## src/rtl/mips_instr_encoder.sv

```systemverilog
// MIPS instruction encoder: packs mnemonic + fields into a 32-bit word
// and streams it into instruction memory, one word per two cycles.
module mips_instr_encoder #(
   parameter int ADDR_W = 6,
   parameter int DEPTH  = 64
) (
   input  logic              clk,
   input  logic              reset,
   input  logic              restart,
   input  logic              in_valid,
   output logic              in_ready,
   input  logic [3:0]        in_op,
   input  logic [4:0]        in_rs,
   input  logic [4:0]        in_rt,
   input  logic [4:0]        in_rd,
   input  logic [15:0]       in_imm,
   input  logic [25:0]       in_target,
   output logic              mem_we,
   output logic [ADDR_W-1:0] mem_addr,
   output logic [31:0]       mem_wdata,
   output logic [ADDR_W:0]   count,
   output logic              full,
   output logic              err_valid,
   output logic [3:0]        err_op
);

   localparam logic [ADDR_W:0] DEPTH_C = (ADDR_W+1)'(DEPTH);

   typedef enum logic [1:0] {
      IDLE,
      WRITE,
      FULL
   } state_t;

   state_t      state;
   logic        rdy_q;
   logic        we_q;
   logic        legal;
   logic        xfer;
   logic [31:0] enc;

   // restart gates the handshake and any in-flight strobe in the same cycle
   assign in_ready = rdy_q & ~restart;
   assign mem_we   = we_q & ~restart;
   assign xfer     = in_valid & in_ready;

   always_comb begin
      enc   = '0;
      legal = 1'b1;
      case (in_op)
         4'd0:  enc = {6'b000000, in_rs, in_rt, in_rd, 5'b0, 6'b100000};
         4'd1:  enc = {6'b000000, in_rs, in_rt, in_rd, 5'b0, 6'b100010};
         4'd2:  enc = {6'b000000, in_rs, in_rt, in_rd, 5'b0, 6'b100100};
         4'd3:  enc = {6'b000000, in_rs, in_rt, in_rd, 5'b0, 6'b100101};
         4'd4:  enc = {6'b000000, in_rs, in_rt, in_rd, 5'b0, 6'b101010};
         4'd5:  enc = {6'b000000, in_rs, 10'b0, 5'b0, 6'b001000};
         4'd6:  enc = {6'b100011, in_rs, in_rt, in_imm};
         4'd7:  enc = {6'b101011, in_rs, in_rt, in_imm};
         4'd8:  enc = {6'b000100, in_rs, in_rt, in_imm};
         4'd9:  enc = {6'b000101, in_rs, in_rt, in_imm};
         4'd10: enc = {6'b001000, in_rs, in_rt, in_imm};
         4'd11: enc = {6'b001100, in_rs, in_rt, in_imm};
         4'd12: enc = {6'b000010, in_target};
         4'd13: enc = {6'b000011, in_target};
         default: legal = 1'b0;
      endcase
   end

   always_ff @(posedge clk) begin
      if (reset) begin
         state     <= IDLE;
         rdy_q     <= 1'b1;
         we_q      <= 1'b0;
         mem_addr  <= '0;
         mem_wdata <= '0;
         count     <= '0;
         full      <= 1'b0;
         err_valid <= 1'b0;
         err_op    <= '0;
      end else begin
         err_valid <= 1'b0;
         if (xfer && !legal) begin
            err_valid <= 1'b1;
            err_op    <= in_op;
         end
         if (restart) begin
            state    <= IDLE;
            rdy_q    <= 1'b1;
            we_q     <= 1'b0;
            mem_addr <= '0;
            count    <= '0;
            full     <= 1'b0;
         end else begin
            case (state)
               IDLE: begin
                  if (xfer && legal) begin
                     mem_wdata <= enc;
                     we_q      <= 1'b1;
                     rdy_q     <= 1'b0;
                     state     <= WRITE;
                  end
               end
               WRITE: begin
                  we_q     <= 1'b0;
                  mem_addr <= mem_addr + 1'b1;
                  count    <= count + 1'b1;
                  if (count + 1'b1 == DEPTH_C) begin
                     full  <= 1'b1;
                     state <= FULL;
                  end else begin
                     rdy_q <= 1'b1;
                     state <= IDLE;
                  end
               end
               default: begin
                  we_q  <= 1'b0;
                  rdy_q <= 1'b0;
               end
            endcase
         end
      end
   end

endmodule

```

## config.mk

```make
export PLATFORM = sky130hd
export DESIGN_NAME = mips_instr_encoder
export DESIGN_NICKNAME = d
export VERILOG_FILES = /design/src/rtl/mips_instr_encoder.sv
export SDC_FILE = /design/constraint.sdc
export NUM_CORES = 1
export LEC_CHECK = 0
export ABC_AREA = 1
export ABC_CLOCK_PERIOD_IN_PS = 3220
export CAP_MARGIN = 20
export CORE_MARGIN = 2
export CORE_UTILIZATION = 30
export CTS_CLUSTER_SIZE = 10
export DETAILED_ROUTE_END_ITERATION = 10
export GPL_TIMING_DRIVEN = 0
export HOLD_SLACK_MARGIN = 0.03
export PLACE_DENSITY = 0.61
export RECOVER_POWER = 100
export SYNTH_ARGS = -nofsm -noshare
export SYNTH_HDL_FRONTEND = slang
export SYNTH_SLANG_ARGS = --single-unit
export TNS_END_PERCENT = 30
```

## constraint.sdc

```tcl
create_clock -name clk -period 3.22 [get_ports clk]
set_input_delay 0.322 -clock clk [delete_from_list [all_inputs] [get_ports clk]]
set_output_delay 0.322 -clock clk [all_outputs]
set_load 0.005 [all_outputs]
```

### Yosys cells after proc, flatten, opt, wreduce, memory -nomap -nowiden

Index checks and enable logic that the tools add are counted.

* logic and storage cells: 55
* output and inout bits: 53
* flip-flop bits (word level): 55

* reduce and logical (&&, ||, !) cells: 13
* $add $sub $neg: 2
* multiplexer cells: 9
* equality and inequality tests: 17
* bitwise operators: 5

Operators with widths (count)
* case mux 32 bit (14 select lines): 1
* == test 4 bit (second input constant): 6
* == test 4 x 3 -> 1 bit (second input constant): 4
* OR reduction 14 bit: 1
* == test 4 x 2 -> 1 bit (second input constant): 2
* adder 7 x 1 -> 7 bit (second input constant): 1
* == test 7 bit (second input constant): 1
* adder 6 x 1 -> 6 bit (second input constant): 1
* AND reduction 2 bit: 3
* == test 4 x 1 -> 1 bit (second input constant): 1
* logical NOT 4 bit: 1
* two-way mux 1 bit: 4
* two-way mux 2 bit: 2
* != test 2 bit (second input constant): 2
* case mux 2 bit (2 select lines): 1
* AND 1 bit: 3
* AND reduction 3 bit: 1
* OR reduction 3 bit: 1
* == test 2 x 1 -> 1 bit (second input constant): 1
* logical AND 1 bit: 2
* logical NOT 2 bit: 1
* inverter 1 bit: 2
* case mux 1 bit (2 select lines): 1
* nonzero test 2 bit: 1
* other kinds (2): 2

### Longest topological paths before layout

Gate-level depths: netlist of the first run.

* depth after elaboration: 6
* depth in mapped cells: 10
* depth with buffers taken out: 10

### Worst setup path before layout of the first run

Ideal clock, no wire load.

* kind: reg2reg
* start point: register count[0]
* end point: register rdy_q
* stages on the path, launching flop included: 9
* data arrival time: 1.297 ns
* data required time: 3.102 ns
* path slack: 1.805 ns
* clock period less this slack: 1.415 ns
* cells stage by stage: dfxtp_1 ha_1 nand2_1 nor2_1 a21oi_1 nor2_1 nand3_1 a21oi_1 nand2_1

* longest elaborated chain between the ends: 4

RTL lines
* start: declaration: line 21 `output logic [ADDR_W:0] count,`
* start signal: assignment: line 106 `count <= count + 1'b1;`
* adder 7 x 1 -> 7 bit: line 107 `if (count + 1'b1 == DEPTH_C) begin`
* == test 7 bit: line 107
* != test 2 bit (no source line)
* AND reduction 2 bit (no source line)
* end signal: assignment: line 99 `rdy_q <= 1'b0;`
* end signal: assignment: line 111 `rdy_q <= 1'b1;`
* end signal: assignment: line 117 `rdy_q <= 1'b0;`
* end: declaration: line 36 `logic rdy_q;`

No other way between the ends.
A chain may end at the register's enable or synchronous reset.

### Final worst setup path of the first run

* start point: input port in_op[3]
* end point: register mem_wdata[21]

* longest elaborated chain between the ends: 5
* elaborated cells between the ends (all ways): 19

RTL lines
* start: declaration: line 12 `input logic [3:0] in_op,`
* == test 4 bit, or another cell as far along: line 50 `case (in_op)`
* OR reduction 14 bit (no source line)
* two-way mux 1 bit: line 50
* logical AND 1 bit: line 96 `if (xfer && legal) begin`
* AND reduction 3 bit (no source line)
* end signal: assignment: line 97 `mem_wdata <= enc;`
* end: declaration: line 20 `output logic [31:0] mem_wdata,`

Parallel ways exist; a longest one is shown, timed or not.

==> key figures, run 1 <==
Synthesis
  – Area share of the largest cell type after synthesis: a little over two fifths
  – Synth Cell Area: approximately 2500 sq um
  – Synth area leaders: dfxtp_1 44%, a21oi_1 10%, nand2_1 8.4%
  – Sequential-to-total area share from yosys stat: a little over two fifths
  – Register bit total from synthesis: 54
  – Top_reg_cell synth: dfxtp_1
  – Post-synthesis cell count: between 300 and 400
  – Post-synthesis net count: between 300 and 400
  – Syn avg cell area: about 7.8 sq um
  – Post-synth top cells: 55 x nand2_1, 54 x dfxtp_1, 51 x a21oi_1
  – Cell with the most instances after synthesis: nand2_1
  – Netlist cell types: 35
  – Post-synth ARST share: 0%
  – Number of synthesized flops with an enable pin: 0
  – Largest area contributor in the netlist: dfxtp_1
  – Synth warnings: 0

Timing
  – Final hold violation count: 0
  – Hold WS: 314 ps
  – Final min period: 2330 ps
  – Relative slew margins: about three fifths
  – Slew Viols, Final: 0
  – Final worst-path cycle share: a little over 70%
  – RSZ-0062 raised after global routing: no
  – Fmax: around 430 MHz
  – Worst-Margin Slew: around 570 ps
  – Skew final: between 5 and 6 ps
  – Setup TNS: 0 ps
  – Setup violators final: 0

Route
  – DR iter-0 viols: between 80 and 90
  – Vias: 2622
  – Drt first pass iters: 6
  – Antenna-violating nets left: 0
  – Routed WL: 7.82 mm
  – Vias/cell: roughly 4.8
  – Post-route DRC violation count: 0
  – Avg WL per Cell: 14.4 um

Hold path
  – Worst Hold Class: primary input to register

Floorplan
  – Starting Density: just over 30%
  – Num ports: ~120
  – Floorplan row count: 33
  – Die area: around 9000 sq um
  – Core area: 8090 sq um
  – Die width: approximately 95 um
  – Die Ht: roughly 95 um

Setup path
  – Worst R2R End: mem_wdata[21]$_SDFFE_PP0P_
  – CP Capture Type: register
  – Reg2Reg Setup Slack: approximately 1500 ps
  – Worst path arrival time: approximately 2500 ps
  – CP Launch Type: primary input
  – Crit Path Category: primary input to register
  – Crit-path max FO: 10
  – Worst Setup SP: in_op[3]
  – Critical path destination: mem_wdata[21]$_SDFFE_PP0P_
  – CP Data Required Time: around 3400 ps
  – Reg2reg start: rdy_q$_SDFFE_PP1P_
  – R2R depth: 6

Clock tree
  – Setup Buffers After CTS: 0
  – Clock root cell: clkbuf_8
  – CTS tree: yes
  – Clock-pin slew on the worst setup and hold paths: ~90 ps
  – Resize count post-CTS: 0
  – Clock sink count: 54
  – Number of CTS-inserted buffers: 5
  – Cts hold-fix bufs: 0
  – Clk buf depth: 2
  – H-Tree Level Count: 2
  – Clock latency on the worst-skew pair: around 300 ps

Power
  – Leak: ~0.0016 uW
  – Clk pwr share: between 20% and 30%
  – Comb pwr share: about a fifth
  – Maximum vdd drop: 137 uV
  – Net Sw Frac: between 20% and 30%
  – Psw: about 340 uW
  – Pwr per Cell Area: 359 nW/um^2
  – Sequential share of power: between 50% and 60%
  – Internal power: slightly above 1000 uW

Global routing
  – First-pass GRT wire length: around 12 mm
  – GRT Resource Usage Total: ~17%
  – Vias in the first global route: between 2000 and 2500
  – Initial antenna violation count: 0
  – Gr ovfl total: 0
  – Largest net degree at the start of global routing: 15

Layout
  – Share of cells above drive strength 1: approximately 5.7%
  – # diodes: 0
  – Fin cells: 544
  – Syn-to-layout area delta: 52.0%
  – Final net count: between 500 and 600

Status
  – Status: finished clean

Placement
  – Detailed Place HPWL: between 6 and 7 mm
  – Routability congestion estimate: 0.818
  – Cells after DPL: around 540
  – I/O Buffers: 114

Job
  – Max-cap violation count: 0
## power by group through the flow
stage / clock [uW] / sequential [uW] / combinational [uW]
detailed placement: 0 / 729 / 291
global route: 427 / 716 / 291
CTS: 396 / 713 / 292
global placement: 0 / 728 / 288
floorplan: 0 / 730 / 114
finish: 374 / 711 / 265
## critical path, cell delays in order
cell           delay (ps)
dlygate4sd3_1         630
nand2_1               270
nor2_1                 90
clkinvlp_2            120
nand3_1               220
nor2_8                220
clkbuf_1              450
a31oi_1               160
## metal layers
layer | up-vias | GRT usage, % | routed length (um) | part of all wire, %
met5 | - | 0 | 0 | 0
met3 | 9 | 6.15 | 884 | 11
met1 | 1182 | 21.1 | 3480 | 44
li1 | 1326 | - | - | -
met4 | 0 | 3.86 | 86 | 1.1
met2 | 105 | 28.5 | 3380 | 43
## cell families after synthesis
group	after synthesis	share of synthesized area [%]
XOR/XNOR	2	0.709
adder cells (fa/ha/maj)	2	1.01
AND/OR/NAND/NOR	109	21.4
other	1	0.152
buffers and inverters	41	8.35
AO/OA/AOI/OAI	110	24.7
flip-flops	54	43.7
## registers in the layout, indices dropped and copies added, names as in the netlist
| register | flops |
|---|---|
| state | 2 |
| mem_wdata | 31 |
| err_op | 4 |
| mem_addr | 6 |
| we_q | 1 |
| full | 1 |
| err_valid | 1 |
| count | 7 |
| rdy_q | 1 |
## layout make-up
cell class / count / area (sq um)
Buffer: 14 / 83.8
Multi-Input combinational cell: 224 / 1130
Tap cell: 105 / 131
Timing Repair Buffer: 114 / 1140
Fill cell: 850 / 4330
Inverter: 27 / 104
Sequential cell: 54 / 1080
Clock buffer: 6 / 82.6
## worst min path at each step
stage | start | endpoint | slack (ps) | depth (start not counted)
after floorplan | rdy_q$_SDFFE_PP1P_ | rdy_q$_SDFFE_PP1P_ | 430 | 2
after global placement | full$_SDFFE_PP0P_ | full$_SDFFE_PP0P_ | 440 | 2
after detailed placement | rdy_q$_SDFFE_PP1P_ | rdy_q$_SDFFE_PP1P_ | 450 | 2
after CTS | reset | err_op[1]$_SDFFE_PP0P_ | 330 | 2
after global routing | reset | mem_wdata[26]$_SDFFE_PP0P_ | 300 | 2
final | reset | mem_wdata[31]$_SDFFE_PP0P_ | 310 | 2
## cells in the final DEF, fill, tap and decap left out, drive strengths merged
cell / synthesis / final
a211oi: 1 / 1
a21oi: 51 / 51
a22oi: 11 / 11
a31oi: 9 / 9
and3: 1 / 1
buf: 12 / 8
clkbuf: 2 / 12
clkdlybuf4s50: 0 / 60
clkinv: 2 / 2
clkinvlp: 0 / 1
conb: 1 / 1
dfxtp: 54 / 54
dlygate4sd3: 0 / 54
ha: 2 / 2
inv: 25 / 24
nand2: 58 / 58
nand3: 11 / 11
nand4: 3 / 3
nor2: 32 / 32
nor3: 3 / 3
o211ai: 2 / 2
o21ai: 35 / 35
o31ai: 1 / 1
or2: 1 / 1
xor2: 2 / 2
## through the flow
stage               total power, uW  worst slack, ps  cell area [sq um]  util [%]
finish                         1350              891               3760      46.4
detailed placement             1020             1170               3740      46.3
floorplan                       844             1810               2470         -
global route                   1430              682               3760      46.4
CTS                            1400             1270               3830      47.3
global placement               1020             1200               3740      46.3
Note: power is estimated with default switching activity, not from simulation.
==> inputs of run 2 (changes only) <==
- ABC_CLOCK_PERIOD_IN_PS: 3220 -> 2300
- clock period: 3.22 -> 2.3 ns (I/O delays scaled with it)
==> key figures, run 2 (synthesis results as in run 1) <==
Timing
  – Final min period: between 1500 and 2000 ps
  – Final worst-path cycle share: a little over 80%
  – Fmax: 529 MHz
  – Fin worst setup slack: 409 ps (was 891 ps)
  – Skew final: 5.60 ps (was 5.73 ps)
  – Setup violators final: 0 (unchanged)
  – Final hold violation count: 0 (unchanged)
  – RSZ-0062 raised after global routing: no (unchanged)
  – Slew Viols, Final: 0 (unchanged)
  – Worst-Margin Slew: 577 ps (was 574 ps)
  – Setup TNS: 0 ps (unchanged)
  – Relative slew margins: 61.4% (was 61.6%)

Clock tree
  – Setup Buffers After CTS: 0 (unchanged)
  – Clk buf depth: 2 (unchanged)
  – Number of CTS-inserted buffers: 5 (unchanged)
  – Resize count post-CTS: 0 (unchanged)
  – Clock sink count: 54 (unchanged)
  – H-Tree Level Count: 2 (unchanged)
  – Clock root cell: clkbuf_8 (unchanged)
  – CTS tree: yes (unchanged)
  – Cts hold-fix bufs: 0 (unchanged)
  – Clock latency on the worst-skew pair: 300 ps (about the same)
  – Clock-pin slew on the worst setup and hold paths: 90 ps (about the same)

Floorplan
  – Num ports: 118 (unchanged)
  – Core area: 8090 sq um (unchanged)
  – Die width: 94.8 um (unchanged)
  – Starting Density: 30.6% (unchanged)
  – Floorplan row count: 33 (unchanged)
  – Die Ht: 94.8 um (unchanged)
  – Die area: 8980 sq um (unchanged)

Global routing
  – Vias in the first global route: 2474 (unchanged)
  – Largest net degree at the start of global routing: 15 (unchanged)
  – First-pass GRT wire length: 12.1 mm (unchanged)
  – GRT Resource Usage Total: 17.1% (unchanged)
  – Initial antenna violation count: 0 (unchanged)
  – Gr ovfl total: 0 (unchanged)

Route
  – Post-route DRC violation count: 0 (unchanged)
  – Vias: 2638 (was 2622)
  – DR iter-0 viols: 89 (was 87)
  – Antenna-violating nets left: 0 (unchanged)
  – Routed WL: 7.82 mm (about the same)
  – Drt first pass iters: 7 (was 6)
  – Vias/cell: 4.85 (was 4.82)
  – Avg WL per Cell: 14.4 um (about the same)

Placement
  – Routability congestion estimate: 0.818 (unchanged)
  – Dpl ws: 338 ps (was 1170 ps)
  – I/O Buffers: 114 (unchanged)
  – Detailed Place HPWL: 6.03 mm (unchanged)

Layout
  – Final net count: 507 (unchanged)
  – Share of cells above drive strength 1: 6.83% (was 5.69%)
  – Max reg flops: 31 (unchanged)
  – # diodes: 0 (unchanged)
  – Syn-to-layout area delta: 53.3% (was 52.0%)
  – Commonest non-fill, non-tap cell in the layout: clkdlybuf4s50_1 (unchanged)
  – FF/Latch Area: 1080 sq um (unchanged)
  – Most frequent cells in the layout: 61 x clkdlybuf4s50_1, 56 x nand2_1, 54 x dfxtp_1 (was 60 x clkdlybuf4s50_1, 56 x nand2_1, 54 x dfxtp_1, 54 x dlygate4sd3_1, 51 x a21oi_1)
  – Reg with most FFs: mem_wdata (unchanged)
  – Multi-input logic area: 1160 sq um (was 1130 sq um)
  – FILL cells: 847 (was 850)
  – Largest regs: mem_wdata x31, count x7, mem_addr x6 (unchanged)

Job
  – Max-cap violation count: 0 (unchanged)

Hold path
  – Worst Hold Class: primary input to register (unchanged)
  – Worst Hold Path Cells: 2 (unchanged)

Power
  – Tot Pwr: 1900 uW (was 1350 uW)
  – Leak: 0.00161 uW (was 0.00160 uW)
  – Pwr per Cell Area: 501 nW/um^2 (was 359 nW/um^2)
  – Maximum vdd drop: 192 uV (was 137 uV)

Setup path
  – CP Capture Type: register (unchanged)
  – CP Launch Type: primary input (unchanged)
  – Crit-path max FO: 10 (unchanged)
  – Worst path arrival time: 2130 ps (was 2490 ps)
  – R2R depth: 8 (was 6)
  – Crit Path Category: primary input to register (unchanged)
  – CP Data Required Time: 2540 ps (was 3380 ps)

Status
  – Status: finished clean (unchanged)
-- run 2: power by group --
| part | switching (uW) | internal [uW] |
|---|---|---|
| registers | 20.2 | 976 |
| logic | 170 | 209 |
| clock network | 292 | 233 |
| total | 482 | 1420 |
-- run 2: worst paths after layout --
check / endpoint / startpoint / slack [ps]
max: mem_wdata[5]$_SDFFE_PP0P_ / in_op[3] / 410
min: mem_wdata[31]$_SDFFE_PP0P_ / reset / 220
max reg2reg: rdy_q$_SDFFE_PP1P_ / count[0]$_SDFFE_PP0P_ / 670
min reg2reg: rdy_q$_SDFFE_PP1P_ / rdy_q$_SDFFE_PP1P_ / 460
-- run 2: critical path, stage by stage --
cell and delay, ps:
dlygate4sd3_1 630, nand2_1 260, nor2_1 120, inv_4 100, nand3_4 100, nor2_8 160, clkbuf_2 280, o21ai_0 110
a21oi_1 130
-- run 2: per-layer routing --
| metal | global-route usage, % | wire (um) | vias to the layer above |
|---|---|---|---|
| met1 | 21.1 | 3440 | 1182 |
| met3 | 6.15 | 913 | 9 |
| met4 | 3.86 | 85 | 0 |
| met5 | 0 | 0 | - |
| met2 | 28.5 | 3380 | 122 |
| li1 | - | - | 1325 |
-- run 2: layout make-up --
class,count,area share [%]
sequential,54,28.5
clock buffer,6,2.18
tap,105,3.47
multi-input combinational,224,30.7
inverter,27,2.77
timing repair buffer,114,30.1
buffer,14,2.31
-- run 2: stage by stage --
| stage | hold slack (ps) | cells | util (%) | instance area [sq um] |
|---|---|---|---|---|
| 4_1_cts | 236 | 544 | 47.3 | 3830 |
| 5_1_grt | 209 | 544 | 46.8 | 3790 |
| 6_report | 220 | 544 | 46.8 | 3790 |
| 3_3_place_gp | 441 | 538 | 46.3 | 3740 |
| 3_5_place_dp | 445 | 538 | 46.3 | 3740 |
| 2_1_floorplan | 372 | 319 | - | 2470 |
==> inputs of run 3 (changes only) <==
- ABC_CLOCK_PERIOD_IN_PS: 2300 -> 1950
- clock period: 2.3 -> 1.95 ns (I/O delays scaled with it)
==> key figures, run 3 (synthesis results as in run 1) <==
Clock tree
  – Clock root cell: clkbuf_8 (unchanged)
  – Clock sink count: 54 (unchanged)
  – Clock-pin slew on the worst setup and hold paths: 90 ps (about the same)
  – H-Tree Level Count: 2 (unchanged)
  – CTS tree: yes (unchanged)
  – Setup Buffers After CTS: 0 (unchanged)
  – Number of CTS-inserted buffers: 5 (unchanged)
  – Cts hold-fix bufs: 0 (unchanged)
  – Clock latency on the worst-skew pair: 300 ps (about the same)
  – Clk buf depth: 2 (unchanged)
  – Resize count post-CTS: 0 (unchanged)

Timing
  – Setup violators final: 0 (unchanged)
  – RSZ-0062 raised after global routing: no (unchanged)
  – Hold WS: 210 ps (was 220 ps)
  – Fmax: approximately 560 MHz
  – Final min period: 1800 ps
  – Setup TNS: 0 ps (unchanged)
  – Slew Viols, Final: 0 (unchanged)
  – Skew final: 5.67 ps (was 5.60 ps)
  – Final hold violation count: 0 (unchanged)
  – Final worst-path cycle share: 92.2%

Setup path
  – Crit path max-delay cell type: dlygate4sd3_1 (unchanged)
  – CP Capture Type: output port (was register)
  – Crit Path Category: primary input to output port (was primary input to register)
  – CP Data Required Time: 1750 ps (was 2540 ps)
  – Critical Path Max Stage Delay: 620 ps (was 630 ps)
  – Critical path, cell by cell: dlygate4sd3_1 > nor2_4 > clkdlybuf4s50_1 (was dlygate4sd3_1 > nand2_1 > nor2_1 > inv_4 > nand3_4 > nor2_8 > clkbuf_2 > o21ai_0 > a21oi_1)
  – Crit-path max FO: 4 (was 10)
  – Worst path arrival time: 1600 ps (was 2130 ps)
  – CP Launch Type: primary input (unchanged)

Layout
  – Most frequent cells in the layout: 61 x clkdlybuf4s50_1, 56 x nand2_1, 54 x dfxtp_1 (unchanged)
  – Commonest non-fill, non-tap cell in the layout: clkdlybuf4s50_1 (unchanged)
  – Finished Core Util: 47.2% (was 46.8%)
  – Largest regs: mem_wdata x31, count x7, mem_addr x6 (unchanged)
  – Fin cells: 544 (unchanged)
  – Syn-to-layout area delta: 54.5% (was 53.3%)
  – Reg with most FFs: mem_wdata (unchanged)
  – # diodes: 0 (unchanged)
  – Final net count: 507 (unchanged)
  – Share of cells above drive strength 1: 7.29% (was 6.83%)
  – Max reg flops: 31 (unchanged)

Placement
  – Cells after DPL: 538 (unchanged)
  – I/O Buffers: 114 (unchanged)
  – Detailed Place HPWL: 6.03 mm (unchanged)
  – Routability congestion estimate: 0.818 (unchanged)

Power
  – Pwr per Cell Area: 589 nW/um^2 (was 501 nW/um^2)
  – Maximum vdd drop: 227 uV (was 192 uV)
  – Leak: 0.00162 uW (was 0.00161 uW)
  – Tot Pwr: 2250 uW (was 1900 uW)

Route
  – Antenna-violating nets left: 0 (unchanged)
  – Drt first pass iters: 6 (was 7)
  – Post-route DRC violation count: 0 (unchanged)
  – DR iter-0 viols: 85 (was 89)
  – Routed WL: 7.81 mm (was 7.82 mm)
  – Vias/cell: 4.81 (was 4.85)
  – Avg WL per Cell: 14.4 um (about the same)
  – Vias: 2619 (was 2638)

Global routing
  – Gr ovfl total: 0 (unchanged)
  – First-pass GRT wire length: 12.1 mm (unchanged)
  – Largest net degree at the start of global routing: 15 (unchanged)
  – GRT Resource Usage Total: 17.1% (unchanged)
  – Vias in the first global route: 2474 (unchanged)
  – Initial antenna violation count: 0 (unchanged)

Job
  – Max-cap violation count: 0 (unchanged)

Floorplan
  – Num ports: 118 (unchanged)
  – Die width: 94.8 um (unchanged)
  – Die area: 8980 sq um (unchanged)
  – Core area: 8090 sq um (unchanged)
  – Starting Density: 30.6% (unchanged)
  – Die Ht: 94.8 um (unchanged)
  – Floorplan row count: 33 (unchanged)

Hold path
  – Worst Hold Class: primary input to register (unchanged)

Status
  – Status: finished clean (unchanged)
[run 3: changes by cell type in the layout (fill, tap and decap cells not counted), sizes merged]
| cell | before | now |
|---|---|---|
| clkbuf | 11 | 9 |
| buf | 9 | 11 |
[run 3: path summary, 6_finish.rpt]
kind,from,end,slack (ps),cells past startpoint
setup / recovery,restart,in_ready,150,3
hold / removal,reset,mem_wdata[31]$_SDFFE_PP0P_,210,2
setup reg to reg,count[0]$_SDFFE_PP0P_,rdy_q$_SDFFE_PP1P_,320,8
hold reg to reg,rdy_q$_SDFFE_PP1P_,rdy_q$_SDFFE_PP1P_,460,2
[run 3: power breakdown]
group	internal [uW]	switching, uW
Combinational	251	204
Clock	275	345
Sequential	1150	24.0
[run 3: routing by layer]
| metal | vias to the layer above | global-route usage (%) | share of wire (%) |
|---|---|---|---|
| met4 | 0 | 3.86 | 1.1 |
| met5 | - | 0 | 0 |
| li1 | 1328 | - | - |
| met2 | 102 | 28.5 | 43 |
| met1 | 1180 | 21.1 | 44 |
| met3 | 9 | 6.15 | 11 |
[run 3: stage by stage]
step                      worst slack, ps  instance area, sq um
after global routing                 52.6                  3820
final                                 152                  3820
after global placement               55.9                  3740
after floorplan                       535                  2470
after detailed placement             23.2                  3740
after CTS                             250                  3830
[run 3: worst max-delay path: cells and delay by family]
kind	cells	cell delay (ps)
buf+inv	2	1180
simple gates	1	230
[run 3: final cells by class]
class | count | area [sq um]
timing repair buffer | 114 | 1140
buffer | 14 | 100
tap | 105 | 131
multi-input combinational | 224 | 1180
clock buffer | 6 | 82.6
sequential | 54 | 1080
inverter | 27 | 105
fill | 841 | 4270
